==> config.mk <==
export PLATFORM = sky130hd
export DESIGN_NAME = if_stage
export DESIGN_NICKNAME = d
export VERILOG_FILES = /design/src/rtl/if_stage_pkg.sv /design/src/rtl/if_stage_if_id_reg.sv /design/src/rtl/if_stage.sv
export SDC_FILE = /design/constraint.sdc
export NUM_CORES = 1
export LEC_CHECK = 0
export ABC_AREA = 0
export BUFFER_PORTS_ARGS = -buffer_cell sky130_fd_sc_hd__buf_2
export CAP_MARGIN = 0
export CORE_ASPECT_RATIO = 1.2
export CORE_UTILIZATION = 50
export CTS_CLUSTER_DIAMETER = 100
export CTS_CLUSTER_SIZE = 10
export DETAILED_ROUTE_END_ITERATION = 8
export PLACE_DENSITY = 0.83
export RECOVER_POWER = 25
export SYNTH_ARGS = -nofsm -noshare
export SYNTH_HDL_FRONTEND = slang
export SYNTH_SLANG_ARGS = --single-unit
==> constraint.sdc <==
create_clock -name clk -period 4.85 [get_ports clk]
set_input_delay 0.485 -clock clk [delete_from_list [all_inputs] [get_ports clk]]
set_output_delay 0.485 -clock clk [all_outputs]
set_load 0.05 [all_outputs]
==> src/rtl/if_stage_pkg.sv <==
// Shared definitions for the instruction-fetch stage: FSM states,
// instruction encodings and PC width.
package if_stage_pkg;

   localparam int unsigned PC_W = 16;

   localparam logic [31:0] NOP_ENC    = 32'h00000013;
   localparam logic [31:0] EBREAK_ENC = 32'h00100073;

   typedef enum logic [0:0] {
      IF_RUN  = 1'b0,
      IF_HALT = 1'b1
   } if_state_e;

   // Sequential successor address; wraps modulo 2^16.
   function automatic logic [PC_W-1:0] pc_inc4(input logic [PC_W-1:0] pc);
      return pc + 16'd4;
   endfunction

endpackage

==> src/rtl/if_stage_if_id_reg.sv <==
// IF/ID pipeline register. Priority: reset > hold > flush > load.
// A flush writes a bubble (NOP, valid=0, zero PCs).
module if_id_reg
   import if_stage_pkg::*;
#(
   parameter logic [31:0] NOP_INSTR = NOP_ENC
) (
   input  logic            clk,
   input  logic            reset,
   input  logic            hold_i,
   input  logic            flush_i,
   input  logic [31:0]     instr_i,
   input  logic [PC_W-1:0] pc_i,
   input  logic [PC_W-1:0] pc_plus4_i,
   output logic [31:0]     instr_o,
   output logic [PC_W-1:0] pc_o,
   output logic [PC_W-1:0] pc_plus4_o,
   output logic            valid_o
);

   logic [31:0]     instr_q;
   logic [PC_W-1:0] pc_q;
   logic [PC_W-1:0] pc_plus4_q;
   logic            valid_q;

   // IF/ID state update
   always_ff @(posedge clk) begin
      if (reset) begin
         instr_q    <= NOP_INSTR;
         pc_q       <= 16'h0000;
         pc_plus4_q <= 16'h0000;
         valid_q    <= 1'b0;
      end else if (hold_i) begin
         instr_q    <= instr_q;
         pc_q       <= pc_q;
         pc_plus4_q <= pc_plus4_q;
         valid_q    <= valid_q;
      end else if (flush_i) begin
         instr_q    <= NOP_INSTR;
         pc_q       <= 16'h0000;
         pc_plus4_q <= 16'h0000;
         valid_q    <= 1'b0;
      end else begin
         instr_q    <= instr_i;
         pc_q       <= pc_i;
         pc_plus4_q <= pc_plus4_i;
         valid_q    <= 1'b1;
      end
   end

   assign instr_o    = instr_q;
   assign pc_o       = pc_q;
   assign pc_plus4_o = pc_plus4_q;
   assign valid_o    = valid_q;

endmodule

==> src/rtl/if_stage.sv <==
// Instruction fetch stage: PC register, RUN/HALT FSM and IF/ID register.
// Define IF_PERF_CNT_EN to add the saturating stall_cnt / flush_cnt outputs.
module if_stage
   import if_stage_pkg::*;
#(
   parameter logic [PC_W-1:0] RESET_PC     = 16'h0000,
   parameter logic [31:0]     NOP_INSTR    = NOP_ENC,
   parameter logic [31:0]     EBREAK_INSTR = EBREAK_ENC
) (
   input  logic            clk,
   input  logic            reset,
   input  logic            pc_write_zero,
   input  logic            IF_pipeline_write_zero,
   input  logic            branch_taken,
   input  logic [PC_W-1:0] dest_pc,
   output logic [PC_W-1:0] imem_addr,
   input  logic [31:0]     imem_rdata,
   output logic [31:0]     instr_D,
   output logic [PC_W-1:0] pc_D,
   output logic [PC_W-1:0] pc_plus4_D,
   output logic            valid_D,
   output logic            halted
`ifdef IF_PERF_CNT_EN
   ,
   output logic [31:0]     stall_cnt,
   output logic [31:0]     flush_cnt
`endif
);

   if_state_e       state_q, state_d;
   logic [PC_W-1:0] pc_q, pc_d;
   logic [PC_W-1:0] pc_plus4_s;
   logic            halt_trig_s;
   logic            halt_now_s;
   logic            redirect_s;
   logic            id_hold_s;
   logic            id_flush_s;

   // Next-state decode: HALT (or entering it) outranks stall, which outranks redirect
   always_comb begin
      pc_plus4_s  = pc_inc4(pc_q);
      halt_trig_s = (state_q == IF_RUN) && valid_D && (instr_D == EBREAK_INSTR)
                    && !IF_pipeline_write_zero;
      halt_now_s  = (state_q == IF_HALT) || halt_trig_s;
      redirect_s  = !halt_now_s && !pc_write_zero && branch_taken;
      id_hold_s   = !halt_now_s && IF_pipeline_write_zero;
      id_flush_s  = halt_now_s || redirect_s;
      state_d     = IF_RUN;
      pc_d        = pc_q;
      if (halt_now_s) begin
         state_d = IF_HALT;
         pc_d    = pc_q;
      end else if (pc_write_zero) begin
         pc_d    = pc_q;
      end else if (branch_taken) begin
         pc_d    = dest_pc & 16'hFFFC;
      end else begin
         pc_d    = pc_plus4_s;
      end
   end

   // PC and FSM registers
   always_ff @(posedge clk) begin
      if (reset) begin
         pc_q    <= RESET_PC;
         state_q <= IF_RUN;
      end else begin
         pc_q    <= pc_d;
         state_q <= state_d;
      end
   end

   assign imem_addr = pc_q;
   assign halted    = (state_q == IF_HALT);

   if_id_reg #(
      .NOP_INSTR (NOP_INSTR)
   ) u_if_id_reg (
      .clk        (clk),
      .reset      (reset),
      .hold_i     (id_hold_s),
      .flush_i    (id_flush_s),
      .instr_i    (imem_rdata),
      .pc_i       (pc_q),
      .pc_plus4_i (pc_plus4_s),
      .instr_o    (instr_D),
      .pc_o       (pc_D),
      .pc_plus4_o (pc_plus4_D),
      .valid_o    (valid_D)
   );

`ifdef IF_PERF_CNT_EN
   logic [31:0] stall_cnt_q, stall_cnt_d;
   logic [31:0] flush_cnt_q, flush_cnt_d;

   // Saturating event counters
   always_comb begin
      stall_cnt_d = stall_cnt_q;
      flush_cnt_d = flush_cnt_q;
      if ((state_q == IF_RUN) && pc_write_zero && (stall_cnt_q != 32'hFFFFFFFF)) begin
         stall_cnt_d = stall_cnt_q + 32'd1;
      end else begin
         stall_cnt_d = stall_cnt_q;
      end
      if (redirect_s && (flush_cnt_q != 32'hFFFFFFFF)) begin
         flush_cnt_d = flush_cnt_q + 32'd1;
      end else begin
         flush_cnt_d = flush_cnt_q;
      end
   end

   // Counter registers
   always_ff @(posedge clk) begin
      if (reset) begin
         stall_cnt_q <= 32'd0;
         flush_cnt_q <= 32'd0;
      end else begin
         stall_cnt_q <= stall_cnt_d;
         flush_cnt_q <= flush_cnt_d;
      end
   end

   assign stall_cnt = stall_cnt_q;
   assign flush_cnt = flush_cnt_q;
`endif

endmodule

==> results of run 1 <==
## final timing paths
path / endpoint / slack (ps) / startpoint / depth (start not counted)
max: u_if_id_reg.pc_plus4_o[3]$_SDFFE_PP0N_ / 2440 / reset / 5
min: u_if_id_reg.instr_o[13]$_SDFFE_PP0N_ / 360 / imem_rdata[13] / 2
max reg2reg: u_if_id_reg.pc_plus4_o[3]$_SDFFE_PP0N_ / 2650 / u_if_id_reg.instr_o[20]$_SDFFE_PP0N_ / 6
min reg2reg: u_if_id_reg.pc_o[12]$_SDFFE_PP0N_ / 480 / u_if_id_reg.pc_o[12]$_SDFFE_PP0N_ / 1
## metal layers
layer	wire length [um]	up-vias	GRT usage, %
li1	-	1363	-
met1	3350	1303	27.4
met2	3650	104	37.8
met3	471	6	5.75
met4	56	0	7.38
met5	0	-	0
## cells in the final DEF (no fill, tap or decap), drive strengths merged, types with 2 or more instances in the layout
cell / n
o31ai: 2
conb: 2
bufinv: 2
xnor2: 4
clkbuf: 51
nor4bb: 2
o21ai: 9
buf: 92
nand3: 5
o32ai: 3
nor4b: 2
inv: 6
or2: 2
o41ai: 3
nand4: 3
nor4: 6
a22o: 60
nand2: 20
o211ai: 2
and3: 2
nand3b: 2
xor2: 8
a21oi: 17
nand2b: 5
clkinv: 2
dfxtp: 77
nor2: 24
nor3: 6
## state kept, by name, indices dropped and copies added (netlist names)
name                    cells
u_if_id_reg.pc_plus4_o     15
u_if_id_reg.instr_o        32
imem_addr                  14
u_if_id_reg.pc_o           14
u_if_id_reg.valid_o         1
halted                      1
## cells in the mapped netlist, drive strengths merged (2+ instances only)
| cell | n | area, um^2 |
|---|---|---|
| and3 | 2 | 13.8 |
| dfxtp | 77 | 1540 |
| buf | 17 | 146 |
| nand3b | 2 | 15.0 |
| nand4 | 3 | 31.3 |
| nand2 | 20 | 75.1 |
| or2 | 2 | 12.5 |
| o32ai | 3 | 26.3 |
| a21oi | 17 | 111 |
| o41ai | 3 | 26.3 |
| inv | 6 | 22.5 |
| o31ai | 2 | 28.8 |
| o211ai | 2 | 15.0 |
| xnor2 | 4 | 35.0 |
| xor2 | 8 | 70.1 |
| nand2b | 5 | 31.3 |
| nor4bb | 2 | 26.3 |
| nor2 | 24 | 90.1 |
| nor4 | 6 | 65.1 |
| o21ai | 9 | 52.6 |
| nand3 | 5 | 30.0 |
| nor4b | 2 | 17.5 |
| clkbuf | 13 | 48.8 |
| nor3 | 6 | 41.3 |
| a22o | 60 | 526 |
## report_power, final
group / leakage, nW / switching, mW / internal [mW]
Sequential: 0.629 / 0.0271 / 0.660
Combinational: 1.01 / 0.167 / 0.0656
Clock: 0.116 / 0.216 / 0.316
Total: 1.75 / 0.409 / 1.04
## per-stage QoR
stage               instances  utilization (%)  worst slack [ps]  total power, mW  hold slack, ps
floorplan                 312                -              2860            0.878             611
global placement          495             61.7              2320            0.932             458
detailed placement        495             61.7              2340            0.936             458
CTS                       511             65.4              2630             1.47             340
global route              511             64.6              2280             1.51             334
finish                    511             64.6              2440             1.45             357
## worst reg2reg max path, stage by stage (launching register included)
cell	delay, ps
dfxtp_1	320
nor4b_1	150
nand3_1	230
nor3_4	100
nor4_4	540
buf_4	560
a22o_1	250
## kinds of logic (layout without fill, tap and decap cells)
group                    after synthesis  after routing  synth area share [%]
AO/OA/AOI/OAI                        102            102                  26.2
XOR/XNOR                              12             12                  3.29
adder cells (fa/ha/maj)                1              1                 0.392
buffers and inverters                 36            153                  6.82
flip-flops                            77             77                  48.3
multiplexers                           1              1                 0.314
other                                  1              2                 0.118
AND/OR/NAND/NOR                       81             81                  14.5
## layout make-up
class                   instances  area (um^2)  share of cell area [%]
clock buffers                  12          155                    3.94
clock inverters                 4         70.1                    1.78
inverters                       6         22.5                   0.572
multi-input cells             199         1440                    36.5
flip-flops and latches         77         1540                    39.2
well taps                      82          103                    2.61
repair buffers                131          609                    15.5
==> impl_metrics.yaml, run 1 <==
synthesis:
  ys.flop_type: "dfxtp_1"
  synth_async_sr_flop_share_pct: 0
  syn_area_um2: 3190
  synth_edf_count: 0
  ys_seq_elements: 77
  syn-instance-count: 311
  synthDistinctLibCells: 51
  yosys_warnings: 0
  ys_seq_area_share_pct: 48.3
  synth.avg_cell_area_um2: 10.3
sta:
  tns_ps: 0
  hold_viol: 0
  max_freq_mhz: 416
  tightest_slew_ps: 1080
  finalCritPeriodShare_pct: 49.6
  skew_ps: 9.37
  setup_violations: 0
  drv_slew: 0
  maxSlewHeadroom_pct: 28.2
  period_minus_slack_ps: 2410
  grt_setup_unrepaired: "false"
clocking:
  cts.repair.resized: 0
  cts_sinks: 77
  clk_pin_slew_ps: 70
  ctsHoldBuffers: 0
  post-cts-setup-buffers: 0
  htreeDepth: 3
  cts_buffers: 9
  cts.path.max_buffers: 2
  root_buffer: "clkbuf_8"
  cts_tree: "built"
  worstSkewPairLatency_ps: 340
cells_and_area:
  final_cell_area_um2: 3940
  diodes: 0
  drive_gt1_share_pct: 30.3
  nNetsFinal: 478
  nFillCells: 543
  area_growth_pct: 23.4
placed_design:
  dp_hpwl_mm: 5.12
  dpl_cell_area_um2: 3760
  io_buffers: 130
  globalplace.congestion: 0.790
route:
  drt-wirelength-per-cell_um: 14.7
  post-route-drc-count: 0
  drt_wl_total_mm: 7.53
  final_antenna_net_count: 0
  via_per_inst: 5.43
  dr.pass1.iters: 4
  first_iter_violations: 82
  num_vias: 2776
critical_path:
  endpoint_kind: "flip-flop"
  crit_type: "in -> reg"
  critPathLaunchType: "primary input"
  critPathTopFamily: "simple AND/OR/NAND/NOR gates"
  cpMaxStageDelayCell: "nor4_4"
  worst_ep_arrival_time_ps: 2680
  crit_required_ps: 5130
  path_buf_inv: 2
  crit_chain: "clkbuf_1, or2_1, nor4_4, buf_4, a22o_1"
  crit_fanout: 50
  slowest_delay_ps: 580
power:
  p_per_area_nw_per_um2: 369
  leakage_nw: 1.75
  ir_drop_v: 0.000196
die:
  io_pins: 135
  fp.dieW_um: 74.9
  initial_core_util_pct: 52.4
  die_y_um: 89.5
  rows: 31
  die_area_um2: 6710
  core-area_um2: 6090
flow_run:
  maxCapViolCount: 0
grt:
  grt_max_degree: 58
  grt_pass1_vias: 2362
  antenna_found_initial: 0
  grt.total_usage_pct: 22.3
  gr-total-overflow: 0
  grt_pass1_wl_mm: 11.2
worst_hold_path:
  holdCritPathClass: "in -> reg"
run_status:
  status: "finished, final reports clean"
Note: power is estimated with default switching activity, not from simulation.
==> run 2: changes to the inputs <==
--- a/config.mk
+++ b/config.mk
@@ -9,11 +9,11 @@
 export BUFFER_PORTS_ARGS = -buffer_cell sky130_fd_sc_hd__buf_2
 export CAP_MARGIN = 0
 export CORE_ASPECT_RATIO = 1.2
-export CORE_UTILIZATION = 50
+export CORE_UTILIZATION = 43
 export CTS_CLUSTER_DIAMETER = 100
 export CTS_CLUSTER_SIZE = 10
 export DETAILED_ROUTE_END_ITERATION = 8
-export PLACE_DENSITY = 0.83
+export PLACE_DENSITY = 0.76
 export RECOVER_POWER = 25
 export SYNTH_ARGS = -nofsm -noshare
 export SYNTH_HDL_FRONTEND = slang
==> constraint.sdc (replaced) <==
create_clock -name clk -period 2.1 [get_ports clk]
set_input_delay 0.21 -clock clk [delete_from_list [all_inputs] [get_ports clk]]
set_output_delay 0.21 -clock clk [all_outputs]
set_load 0.05 [all_outputs]
==> run 2 against run 1 <==
Against the previous run: sequential share of layout area is 1.1 points lower; clock power is 110% higher; worst hold slack worse by 290 ps; wire length is 6.5% higher; register-to-register slack worse by 2500 ps; cell count is 3.7% higher; largest cell class unchanged; combinational power is 140% higher; flip-flop and latch count stayed put.
==> impl_metrics.yaml, run 2 (synthesis results as in run 1) <==
run_status:
  status: "finished, final reports clean"
die:
  die_y_um: 96.4
  fp.dieW_um: 80.6
  rows: 34
  io_pins: 135
  die_area_um2: 7770
  initial_core_util_pct: 44.1
  core-area_um2: 7230
clocking:
  cts_tree: "built"
  cts_buffers: 9
  root_buffer: "clkbuf_8"
  cts_sinks: 77
  clk_pin_slew_ps: 80
  worstSkewPairLatency_ps: 350
  ctsHoldBuffers: 0
  htreeDepth: 3
  cts.path.max_buffers: 2
power:
  combPwrFrac_pct: 17.4
  p_int_mw: 2.25
  ir_drop_v: 0.000412
  total_power_mw: 3.26
  p_per_area_nw_per_um2: 806
  p_seq_share_pct: 48.5
  p_sw_share_pct: 31.1
  leakage_nw: 1.80
  pwr-share-clk_pct: 34.2
  p_switching_mw: 1.02
sta:
  tightest_slew_ps: 1070
  tns_ps: 0
  setup_violations: 0
  drv_slew: 0
  period_minus_slack_ps: 1990
  finalCritPeriodShare_pct: 95.0
  skew_ps: 7.75
  maxSlewHeadroom_pct: 28.8
  max_freq_mhz: 501
  hold_viol: 0
  setup_slack_ps: 105
cells_and_area:
  largest_reg_flops: 32
  fin_cells: 530
  area_growth_pct: 26.9
  drive_gt1_share_pct: 33.0
  layout.cells.most_common: "buf_2"
  nNetsFinal: 489
  nFillCells: 672
  final_cell_area_um2: 4050
  final_cell_mix: "93 x buf_2, 77 x dfxtp_1, 60 x a22o_1"
  diodes: 0
route:
  dr.pass1.iters: 4
  via_per_inst: 5.36
  drt-wirelength-per-cell_um: 15.1
  num_vias: 2839
  post-route-drc-count: 0
  final_antenna_net_count: 0
  first_iter_violations: 109
  drt_wl_total_mm: 8.02
critical_path:
  worst_ep_arrival_time_ps: 2230
  r2r_setup_slack_ps: 110
  cpMaxStageDelayCell: "nor4b_1"
  path_buf_inv: 2
  startpoint: "u_if_id_reg.instr_o[7]$_SDFFE_PP0N_"
  critPathTopFamily: "simple AND/OR/NAND/NOR gates"
  crit_required_ps: 2340
  regToRegStartpoint: "u_if_id_reg.instr_o[7]$_SDFFE_PP0N_"
  slowest_delay_ps: 420
  crit_type: "reg -> reg"
  endpoint_kind: "flip-flop"
  critPathLaunchType: "flip-flop"
  crit_fanout: 28
  crit_chain: "nor4b_1, nand4_2, nor3_4, nor4_4, buf_4, buf_12, a22o_1"
grt:
  grt.total_usage_pct: 19.9
  grt_pass1_wl_mm: 11.8
  antenna_found_initial: 0
  grt_max_degree: 58
  grt_pass1_vias: 2430
  gr-total-overflow: 0
flow_run:
  maxCapViolCount: 0
placed_design:
  place.detailed.instances: 511
  dpl_worst_slack_ps: 59.4
  globalplace.congestion: 0.807
  dp_hpwl_mm: 5.56
  io_buffers: 130
  dpl_cell_area_um2: 3850
worst_hold_path:
  holdCritPathClass: "in -> reg"
  min_from: "imem_rdata[10]"
-- run 2: changes by cell type in the layout (fill, tap and decap cells not counted), sizes merged --
| cell | change |
|---|---|
| clkinvlp | +3 |
| buf | +13 |
| clkbuf | -5 |
| inv | +1 |
| bufinv | -1 |
-- run 2: repair_timing --
item                                    4_1_cts  5_1_grt
endpoints found under the setup margin        0       48
setup buffers                                 0        3
resized for setup                             0        1
-- run 2: layout make-up --
cell class / count / area, um^2 / share of cell area (%)
inverters: 6 / 22.5 / 0.556
flip-flops and latches: 77 / 1540 / 38.1
clock inverters: 7 / 75.1 / 1.85
well taps: 90 / 113 / 2.78
clock buffers: 9 / 124 / 3.06
repair buffers: 142 / 732 / 18.1
multi-input cells: 199 / 1440 / 35.6
-- run 2: power groups by stage --
stage | registers (mW) | clock network, mW | logic [mW]
after global placement | 1.61 | 0 | 0.562
after detailed placement | 1.61 | 0 | 0.568
after CTS | 1.58 | 1.14 | 0.570
final | 1.58 | 1.11 | 0.567
after global routing | 1.59 | 1.21 | 0.603
after floorplan | 1.82 | 0 | 0.209
-- run 2: metal layers --
metal  routed length (um)  up-vias  share of wire [%]  track usage (%)
li1                     -     1385                  -                -
met2                 4010       99                 50             33.3
met3                  482       10                6.0             3.89
met5                    0        -                  0                0
met4                  117        0                1.5             9.23
met1                 3400     1345                 42             24.6
-- run 2: through the flow --
stage                     hold WS [ps]  util (%)
after CTS                         57.8      56.1
after global routing              61.6      56.0
after detailed placement           424      53.3
after global placement             421      53.3
after floorplan                    336         -
final                             69.2      56.0
-- run 2: path summary, 6_finish.rpt --
kind / cells past startpoint / to
worst max register to register: 7 / u_if_id_reg.instr_o[21]$_SDFFE_PP0N_
worst min register to register: 1 / u_if_id_reg.pc_plus4_o[13]$_SDFFE_PP0N_
worst max-delay path: 7 / u_if_id_reg.instr_o[21]$_SDFFE_PP0N_
worst min-delay path: 2 / u_if_id_reg.instr_o[10]$_SDFFE_PP0N_
